File: src/rtl/sync_fifo.sv
// Single-clock FIFO with binary wrap-bit pointers, registered status flags,
// programmable almost thresholds, sticky error flags and optional FWFT output.
module sync_fifo #(
  parameter int DATA_WIDTH = 8,
  parameter int ADDR_SIZE  = 3,
  parameter bit FWFT       = 1'b0
) (
  input  logic                  clk,
  input  logic                  rst,
  input  logic                  flush,
  input  logic [DATA_WIDTH-1:0] w_data,
  input  logic                  w_en,
  input  logic                  r_en,
  input  logic [ADDR_SIZE:0]    af_level,
  input  logic [ADDR_SIZE:0]    ae_level,
  output logic [DATA_WIDTH-1:0] out,
  output logic [ADDR_SIZE:0]    count,
  output logic                  empty,
  output logic                  full,
  output logic                  almost_empty,
  output logic                  almost_full,
  output logic                  overflow,
  output logic                  underflow
);

  localparam int DEPTH = 2 ** ADDR_SIZE;
  localparam logic [ADDR_SIZE:0] DEPTH_C = {1'b1, {ADDR_SIZE{1'b0}}};

  logic [DATA_WIDTH-1:0] r_mem [DEPTH];
  logic [ADDR_SIZE:0]    r_wptr, r_rptr, r_count;
  logic                  r_empty, r_full, r_aempty, r_afull, r_ovf, r_unf;

  logic                  w_wr, w_rd, w_mem_we;
  logic [ADDR_SIZE:0]    w_wptr_next, w_rptr_next, w_count_next;
  logic [ADDR_SIZE-1:0]  w_waddr, w_raddr;

  // Acceptance is decided from the flags registered at the start of the cycle.
  assign w_wr     = w_en & ~r_full  & ~flush;
  assign w_rd     = r_en & ~r_empty & ~flush;
  assign w_mem_we = w_wr & ~rst;
  assign w_waddr  = r_wptr[ADDR_SIZE-1:0];
  assign w_raddr  = r_rptr[ADDR_SIZE-1:0];

  always_comb begin
    w_wptr_next = r_wptr + {{ADDR_SIZE{1'b0}}, w_wr};
    w_rptr_next = r_rptr + {{ADDR_SIZE{1'b0}}, w_rd};
    if (flush) begin
      w_wptr_next = '0;
      w_rptr_next = '0;
    end
    w_count_next = w_wptr_next - w_rptr_next;
  end

  always_ff @(posedge clk) begin
    if (rst) begin
      r_wptr   <= '0;
      r_rptr   <= '0;
      r_count  <= '0;
      r_empty  <= 1'b1;
      r_full   <= 1'b0;
      r_aempty <= 1'b1;
      r_afull  <= 1'b0;
      r_ovf    <= 1'b0;
      r_unf    <= 1'b0;
    end else begin
      r_wptr   <= w_wptr_next;
      r_rptr   <= w_rptr_next;
      r_count  <= w_count_next;
      r_empty  <= (w_count_next == '0);
      r_full   <= (w_count_next == DEPTH_C);
      r_aempty <= (w_count_next <= ae_level);
      r_afull  <= (w_count_next >= af_level) & ~flush;
      if (w_en & r_full)
        r_ovf <= 1'b1;
      if (r_en & r_empty)
        r_unf <= 1'b1;
    end
  end

  always_ff @(posedge clk) begin
    if (w_mem_we)
      r_mem[w_waddr] <= w_data;
  end

  generate
    if (FWFT) begin : gen_fwft
      // Head word is shown straight from the array; zero while empty keeps out defined.
      assign out = r_empty ? '0 : r_mem[w_raddr];
    end else begin : gen_std
      logic [DATA_WIDTH-1:0] r_out;
      always_ff @(posedge clk) begin
        if (rst)
          r_out <= '0;
        else if (w_rd)
          r_out <= r_mem[w_raddr];
      end
      assign out = r_out;
    end
  endgenerate

  assign count        = r_count;
  assign empty        = r_empty;
  assign full         = r_full;
  assign almost_empty = r_aempty;
  assign almost_full  = r_afull;
  assign overflow     = r_ovf;
  assign underflow    = r_unf;

endmodule

File: config.mk
export PLATFORM = sky130hd
export DESIGN_NAME = sync_fifo
export DESIGN_NICKNAME = d
export VERILOG_FILES = /design/src/rtl/sync_fifo.sv
export SDC_FILE = /design/constraint.sdc
export NUM_CORES = 1
export LEC_CHECK = 0
export CAP_MARGIN = 20
export CORE_MARGIN = 8
export CORE_UTILIZATION = 36
export CTS_BUF_LIST = sky130_fd_sc_hd__clkbuf_4
export DETAILED_ROUTE_END_ITERATION = 16
export MAX_ROUTING_LAYER = met4
export SYNTH_ARGS = -nofsm -noshare
export SYNTH_HDL_FRONTEND = slang
export SYNTH_SLANG_ARGS = --single-unit
File: constraint.sdc
create_clock -name clk -period 6.8 [get_ports clk]
set_clock_uncertainty 0.1 [all_clocks]
set_input_delay 1.36 -clock clk [delete_from_list [all_inputs] [get_ports clk]]
set_output_delay 1.36 -clock clk [all_outputs]
set_load 0.05 [all_outputs]
==> reports/metrics.cfg, run 1 <==
[power]
p_comb_frac = 0.068
power.density_mw_per_mm2 = 217.1
p_seq_frac = 0.635
p_int_uw = 701.4
p_leak_nw = 1.436
clkPwrFrac = 0.297
peakVddDrop_v = 0.00007625
swShare = 0.2503
switching_power_uw = 234.2

[sta]
setup_tns_ns = 0
fin_crit_sh = 0.7211
finalSetupViolCount = 0
rsz0062_at_grt = no
hold_viol = 0
timing.fmax_ghz = 0.2039
min_period_ns = 4.903
worst_pin_slew_ns = 0.9699
worst_slack_ns = 1.897
drv_slew = 0
relSlewSlack = 0.3525

[finish]
final_common_cell = edfxtp_1
postLayoutCoreUtil = 0.4270
mostFrequentLayoutCells = 64 x edfxtp_1, 38 x clkdlybuf4s50_1, 27 x nor2_1, 26 x dfxtp_1, 16 x mux4_2
nFillCells = 962
multi_input_area_mm2 = 0.001131
final_layout_size_suffix_gt1_frac = 0.1423
fin_nets = 305
seq_area_mm2 = 0.002442
layoutNonFillerInstCount = 411
area_delta_synth_final_pct = 17.70

[grt]
grt_usage = 0.1091
grt_max_degree = 27
overflow = 0
antenna_found_initial = 1
grt_pass1_wl_um = 10690
grt_pass1_vias = 2030

[clock_tree]
clk_root_buffer_cell = clkbuf_4
clk_pin_slew_ns = 0.16
cts_resized = 0
tritoncts = done
cts_made_buffers = 9
ctsHoldBuffers = 0
clk_latency_ns = 0.43
htree_levels = 3
post_cts_buffers = 0
clkSinkCount = 90
cts_buffer_depth = 2

[critical_path]
start_kind = input pin
cp_top_family = adder cells
slowest_delay_ns = 0.83
crit_chain = clkdlybuf4s50_1 -> nor3b_2 -> ha_1 -> ha_1 -> nand2b_1 -> ha_1 -> a21o_1 -> a21oi_1 -> xor3_1 -> inv_1 -> ha_1 -> a41oi_1 -> o21ai_0
r2r-end = almost_empty
worstPathMaxFanout = 17
endpoint_kind = flip-flop
rr_worst_depth = 12
arrival_ns = 5.13
cp_num_buf_inv = 2
rrSetupSlack_ns = 3.19
rr_startpoint = empty
cp.required_ns = 7.03
cpMostUsedCell = ha_1
worst_path_max_delay_cell = nor3b_2
path_class = input pin to flip-flop

[drt]
firstDrtPassIters = 4
antenna_left = 0
finalWirelength_um = 6793
wl_per_cell_um = 16.53
drc_errors = 0
drtIter0Drc = 65
vias = 1935
viasPerCell = 4.708

[logic_synthesis]
syn_avg_cell_area_um2 = 16.13
async_flop_share = 0
ys_warn_count = 0
synthCells = 227
yosys.area.top_type = edfxtp_1
ys_seq_elements = 90
synth_nets = 263
synth_edf_count = 64
netlist.area_leader.share = 0.5249
synth_cell_type_count = 33
yosysSeqAreaShare = 0.6671
synth_area_mm2 = 0.003661
dominantRegCellSynth = edfxtp_1
synth_area_leaders = edfxtp_1 52%, dfxtp_1 14%, mux4_2 9.8%

[die]
core_area_mm2 = 0.01009
dieArea_mm2 = 0.01365
io_pins = 39
fp.dieW_um = 116.8
row_count = 37
die_height_um = 116.8
start_util = 0.3628

[min_path]
holdPathStages = 2
hp-class = flip-flop to flip-flop
min-delay-start = overflow
min_to = overflow

[place]
placedCellCount = 394
port_buffers = 38
place_worst_setup_slack_ns = 1.366
post-dp-hpwl_um = 4501
gp_congestion = 0.7545

[run_status]
status = complete, no violations

[job]
drv_cap = 0

==> worst max path at each step <==
stage,startpoint,endpoint,slack (ns),depth (start not counted)
floorplan,flush,almost_empty,2.55,13
global route,flush,almost_empty,1.59,13
detailed placement,flush,almost_empty,1.37,13
CTS,flush,almost_empty,1.85,13
finish,flush,almost_empty,1.90,13
global placement,flush,almost_empty,1.46,13
==> logic make-up after synthesis <==
logic type	synth area share
compound gates	0.03657
xor+xnor	0.02051
fa+ha+maj	0.05639
buf+inv	0.02392
flops	0.6671
mux	0.1203
simple gates	0.07519
==> state kept, by name, summed over array words and instances, names as in the netlist <==
| signal | flops |
|---|---|
| almost_empty | 1 |
| almost_full | 1 |
| count | 4 |
| empty | 1 |
| full | 1 |
| out | 8 |
| overflow | 1 |
| r_mem | 64 |
| r_rptr | 4 |
| r_wptr | 4 |
| underflow | 1 |
==> Yosys cell counts, drive strengths merged, types with 2 or more instances <==
| cell | n |
|---|---|
| ha | 14 |
| nand3 | 2 |
| dfxtp | 26 |
| nor2 | 27 |
| buf | 4 |
| a21oi | 4 |
| a21o | 2 |
| a211oi | 8 |
| nand2 | 2 |
| o21a | 2 |
| edfxtp | 64 |
| mux2i | 8 |
| inv | 9 |
| nor2b | 5 |
| xnor2 | 3 |
| nand2b | 9 |
| mux4 | 16 |
| xor2 | 2 |
| clkbuf | 6 |
| nor3 | 6 |
==> cell type report <==
class                      instances  share of cell area
clock buffer                       9             0.01568
multi-input combinational        118              0.2625
antenna                            1           0.0005807
inverter                           9            0.007840
timing repair buffer              41             0.09350
tap                              136             0.03949
clock inverter                     7             0.01365
sequential                        90              0.5668
==> stage by stage <==
step | total power, mW | area, um^2 | hold WS [ns]
2_1_floorplan | 0.6411 | 3661 | 0.4203
3_5_place_dp | 0.6712 | 4180 | 0.3538
3_3_place_gp | 0.6698 | 4180 | 0.3450
5_1_grt | 0.9749 | 4309 | 0.4288
6_report | 0.9357 | 4309 | 0.3874
4_1_cts | 0.9473 | 4307 | 0.3912
==> per-layer routing <==
metal	part of all wire	up-vias	global-route usage
met5	0	-	-
met4	0.0088	0	0.04863
met3	0.050	2	0.02463
met2	0.48	39	0.1685
met1	0.46	949	0.1350
li1	-	945	-
==> power by group through the flow <==
stage	Sequential [mW]	Combinational, mW	Clock, mW
floorplan	0.619	0.0222	0
finish	0.594	0.0637	0.278
detailed placement	0.607	0.0646	0
global route	0.595	0.0698	0.310
CTS	0.594	0.0648	0.288
global placement	0.606	0.0633	0
==> worst reg2reg max path, cell delays in order, from the launching register on <==
cell      delay, ns
dfxtp_1        0.37
nor3b_2        0.76
ha_1           0.36
ha_1           0.25
nand2b_1       0.14
ha_1           0.26
a21o_1         0.19
a21oi_1        0.15
xor3_1         0.30
inv_1          0.08
ha_1           0.23
a41oi_1        0.21
o21ai_0        0.12
Power figures use the tool's default switching activity.
==> run 2: changes to the inputs <==
==> constraint.sdc (replaced) <==
create_clock -name clk -period 4.25 [get_ports clk]
set_clock_uncertainty 0.1 [all_clocks]
set_input_delay 0.85 -clock clk [delete_from_list [all_inputs] [get_ports clk]]
set_output_delay 0.85 -clock clk [all_outputs]
set_load 0.05 [all_outputs]
==> run 2 against run 1 <==
Sequential share of layout area decreased by 1.3 points. Critical path type unchanged. Largest power group unchanged. Critical path depth unchanged. Register-to-register slack got worse by 2.0 ns. Critical endpoint unchanged. Power rose by 65%. Global-route usage rose by 0.17 points.
==> reports/metrics.cfg, run 2 (synthesis results as in run 1) <==
[critical_path]
path_class = input pin to flip-flop
crit_chain = clkdlybuf4s50_1 -> nor2_1 -> ha_1 -> ha_1 -> nor2b_1 -> ha_1 -> a21o_1 -> a21oi_1 -> xor3_1 -> inv_1 -> ha_1 -> a41oi_1 -> o21ai_0
cpMostUsedCell = ha_1
endpoint_kind = flip-flop
cp.required_ns = 4.48  ; -2.55 ns
cp_num_buf_inv = 2  ; unchanged
cp_top_family = adder cells
crit_end = almost_empty
arrival_ns = 3.78  ; -1.35 ns
rr_startpoint = full
worst_path_max_delay_cell = clkdlybuf4s50_1
crit_path_start = flush
r2r-end = almost_empty
worstPathMaxFanout = 4  ; -13
rr_worst_depth = 13  ; +1
slowest_delay_ns = 0.59  ; -0.24 ns
path_depth = 13  ; unchanged
rrSetupSlack_ns = 1.22  ; -1.97 ns
start_kind = input pin

[finish]
area_delta_synth_final_pct = 20.51
final_layout_size_suffix_gt1_frac = 0.1761  ; +0.03372
fin_nets = 315  ; +3.3%
largest_reg_flops = 64  ; unchanged
regMostFlops = r_mem
layoutNonFillerInstCount = 421  ; +2.4%
nFillCells = 965  ; +0.31%
mostFrequentLayoutCells = 64 x edfxtp_1, 38 x clkdlybuf4s50_1, 27 x nor2_1, 26 x dfxtp_1, 16 x mux4_2
final_common_cell = edfxtp_1

[job]
drv_cap = 0  ; unchanged

[clock_tree]
clk_root_buffer_cell = clkbuf_4
cts_buffer_depth = 2  ; unchanged
ctsHoldBuffers = 0  ; unchanged
clkSinkCount = 90  ; unchanged
clk_latency_ns = 0.43  ; about the same
tritoncts = done
htree_levels = 3  ; unchanged
post_cts_buffers = 0  ; unchanged
cts_resized = 0  ; unchanged
cts_made_buffers = 9  ; unchanged
clk_pin_slew_ns = 0.14  ; -0.02 ns

[sta]
rsz0062_at_grt = no
setup_tns_ns = 0  ; unchanged
worst_pin_slew_ns = 0.8617  ; -0.1082 ns
min_period_ns = 3.550
hold_viol = 0  ; unchanged
worst_slack_ns = 0.6996  ; -1.197 ns
drv_slew = 0  ; unchanged
finalSetupViolCount = 0  ; unchanged
fin_crit_sh = 0.8354
timing.fmax_ghz = 0.2817
relSlewSlack = 0.4234  ; +0.07091

[die]
fp.dieW_um = 116.8  ; unchanged
io_pins = 39  ; unchanged
core_area_mm2 = 0.01009  ; unchanged
row_count = 37  ; unchanged
start_util = 0.3628  ; unchanged
die_height_um = 116.8  ; unchanged
dieArea_mm2 = 0.01365  ; unchanged

[run_status]
status = complete, no violations

[drt]
firstDrtPassIters = 4  ; unchanged
drtIter0Drc = 116  ; +78%
antenna_left = 0  ; unchanged
vias = 1977  ; +2.2%
drc_errors = 0  ; unchanged
viasPerCell = 4.696  ; -0.26%
finalWirelength_um = 6650  ; -2.1%
wl_per_cell_um = 15.80  ; -4.4%

[place]
gp_congestion = 0.7539  ; about the same
placedCellCount = 404  ; +2.5%
post-dp-hpwl_um = 4559  ; +1.3%
port_buffers = 38  ; unchanged
place_worst_setup_slack_ns = 0.2627  ; -1.103 ns

[power]
peakVddDrop_v = 0.0001840  ; +140%
p_leak_nw = 1.500  ; +4.4%
power.density_mw_per_mm2 = 349.8  ; +61%

[grt]
overflow = 0  ; unchanged
grt_pass1_vias = 2041  ; +0.54%
antenna_found_initial = 1  ; unchanged
grt_max_degree = 27  ; unchanged
grt_usage = 0.1108  ; +0.001737
grt_pass1_wl_um = 10760  ; +0.71%

[min_path]
hp-class = flip-flop to flip-flop

## run 2: changes by cell type in the layout (fill, tap and decap cells not counted), sizes merged
| cell | previous run | this run |
|---|---|---|
| buf | 3 | 13 |
| inv | 13 | 9 |
| clkinv | 1 | 3 |
| bufinv | 0 | 1 |
| clkbuf | 9 | 10 |
## run 2: worst min path at each step
stage               from        end  slack, ns  depth (start not counted)
2_1_floorplan  r_wptr[3]  r_wptr[3]       0.42                          2
3_3_place_gp   underflow  underflow       0.35                          2
3_5_place_dp   underflow  underflow       0.36                          2
4_1_cts        underflow  underflow       0.40                          2
5_1_grt           out[1]     out[1]       0.44                          2
6_report       underflow  underflow       0.39                          2
## run 2: through the flow
stage	util	hold slack [ns]	cell area, um^2	power, mW
2_1_floorplan	-	0.4203	3661	1.026
3_3_place_gp	0.4216	0.3473	4255	1.074
3_5_place_dp	0.4216	0.3617	4255	1.076
4_1_cts	0.4369	0.3951	4409	1.564
5_1_grt	0.4371	0.4445	4412	1.605
6_report	0.4371	0.3913	4412	1.543
## run 2: power by group
group	total (mW)	switching (mW)	leakage [nW]	internal [mW]
logic	0.103	0.0568	0.637	0.0466
registers	0.951	0.00405	0.787	0.947
clock network	0.489	0.297	0.0756	0.193
## run 2: cell type report
| cell class | instances | area [um^2] | share of cell area |
|---|---|---|---|
| sequential | 90 | 2442 | 0.5536 |
| multi-input combinational | 118 | 1131 | 0.2564 |
| timing repair buffer | 51 | 478.0 | 0.1083 |
| tap | 136 | 170.2 | 0.03857 |
| clock inverter | 6 | 78.83 | 0.01787 |
| clock buffer | 10 | 75.07 | 0.01702 |
| inverter | 9 | 33.78 | 0.007657 |
| antenna | 1 | 2.502 | 0.0005672 |
## run 2: per-layer routing
metal,up-vias,track usage,wire (um),part of all wire
li1,956,-,-,-
met1,973,0.1487,3257,0.49
met2,38,0.1570,2997,0.45
met3,10,0.02309,256,0.038
met4,0,0.05375,138,0.021
met5,-,-,0,0
## run 2: worst min-delay path, delay by kind of cell, from the launching register on
| kind | cells | cell delay [ns] |
|---|---|---|
| flip-flops | 1 | 0.36 |
| AO/OA/AOI/OAI | 1 | 0.04 |
| AND/OR/NAND/NOR | 1 | 0.07 |
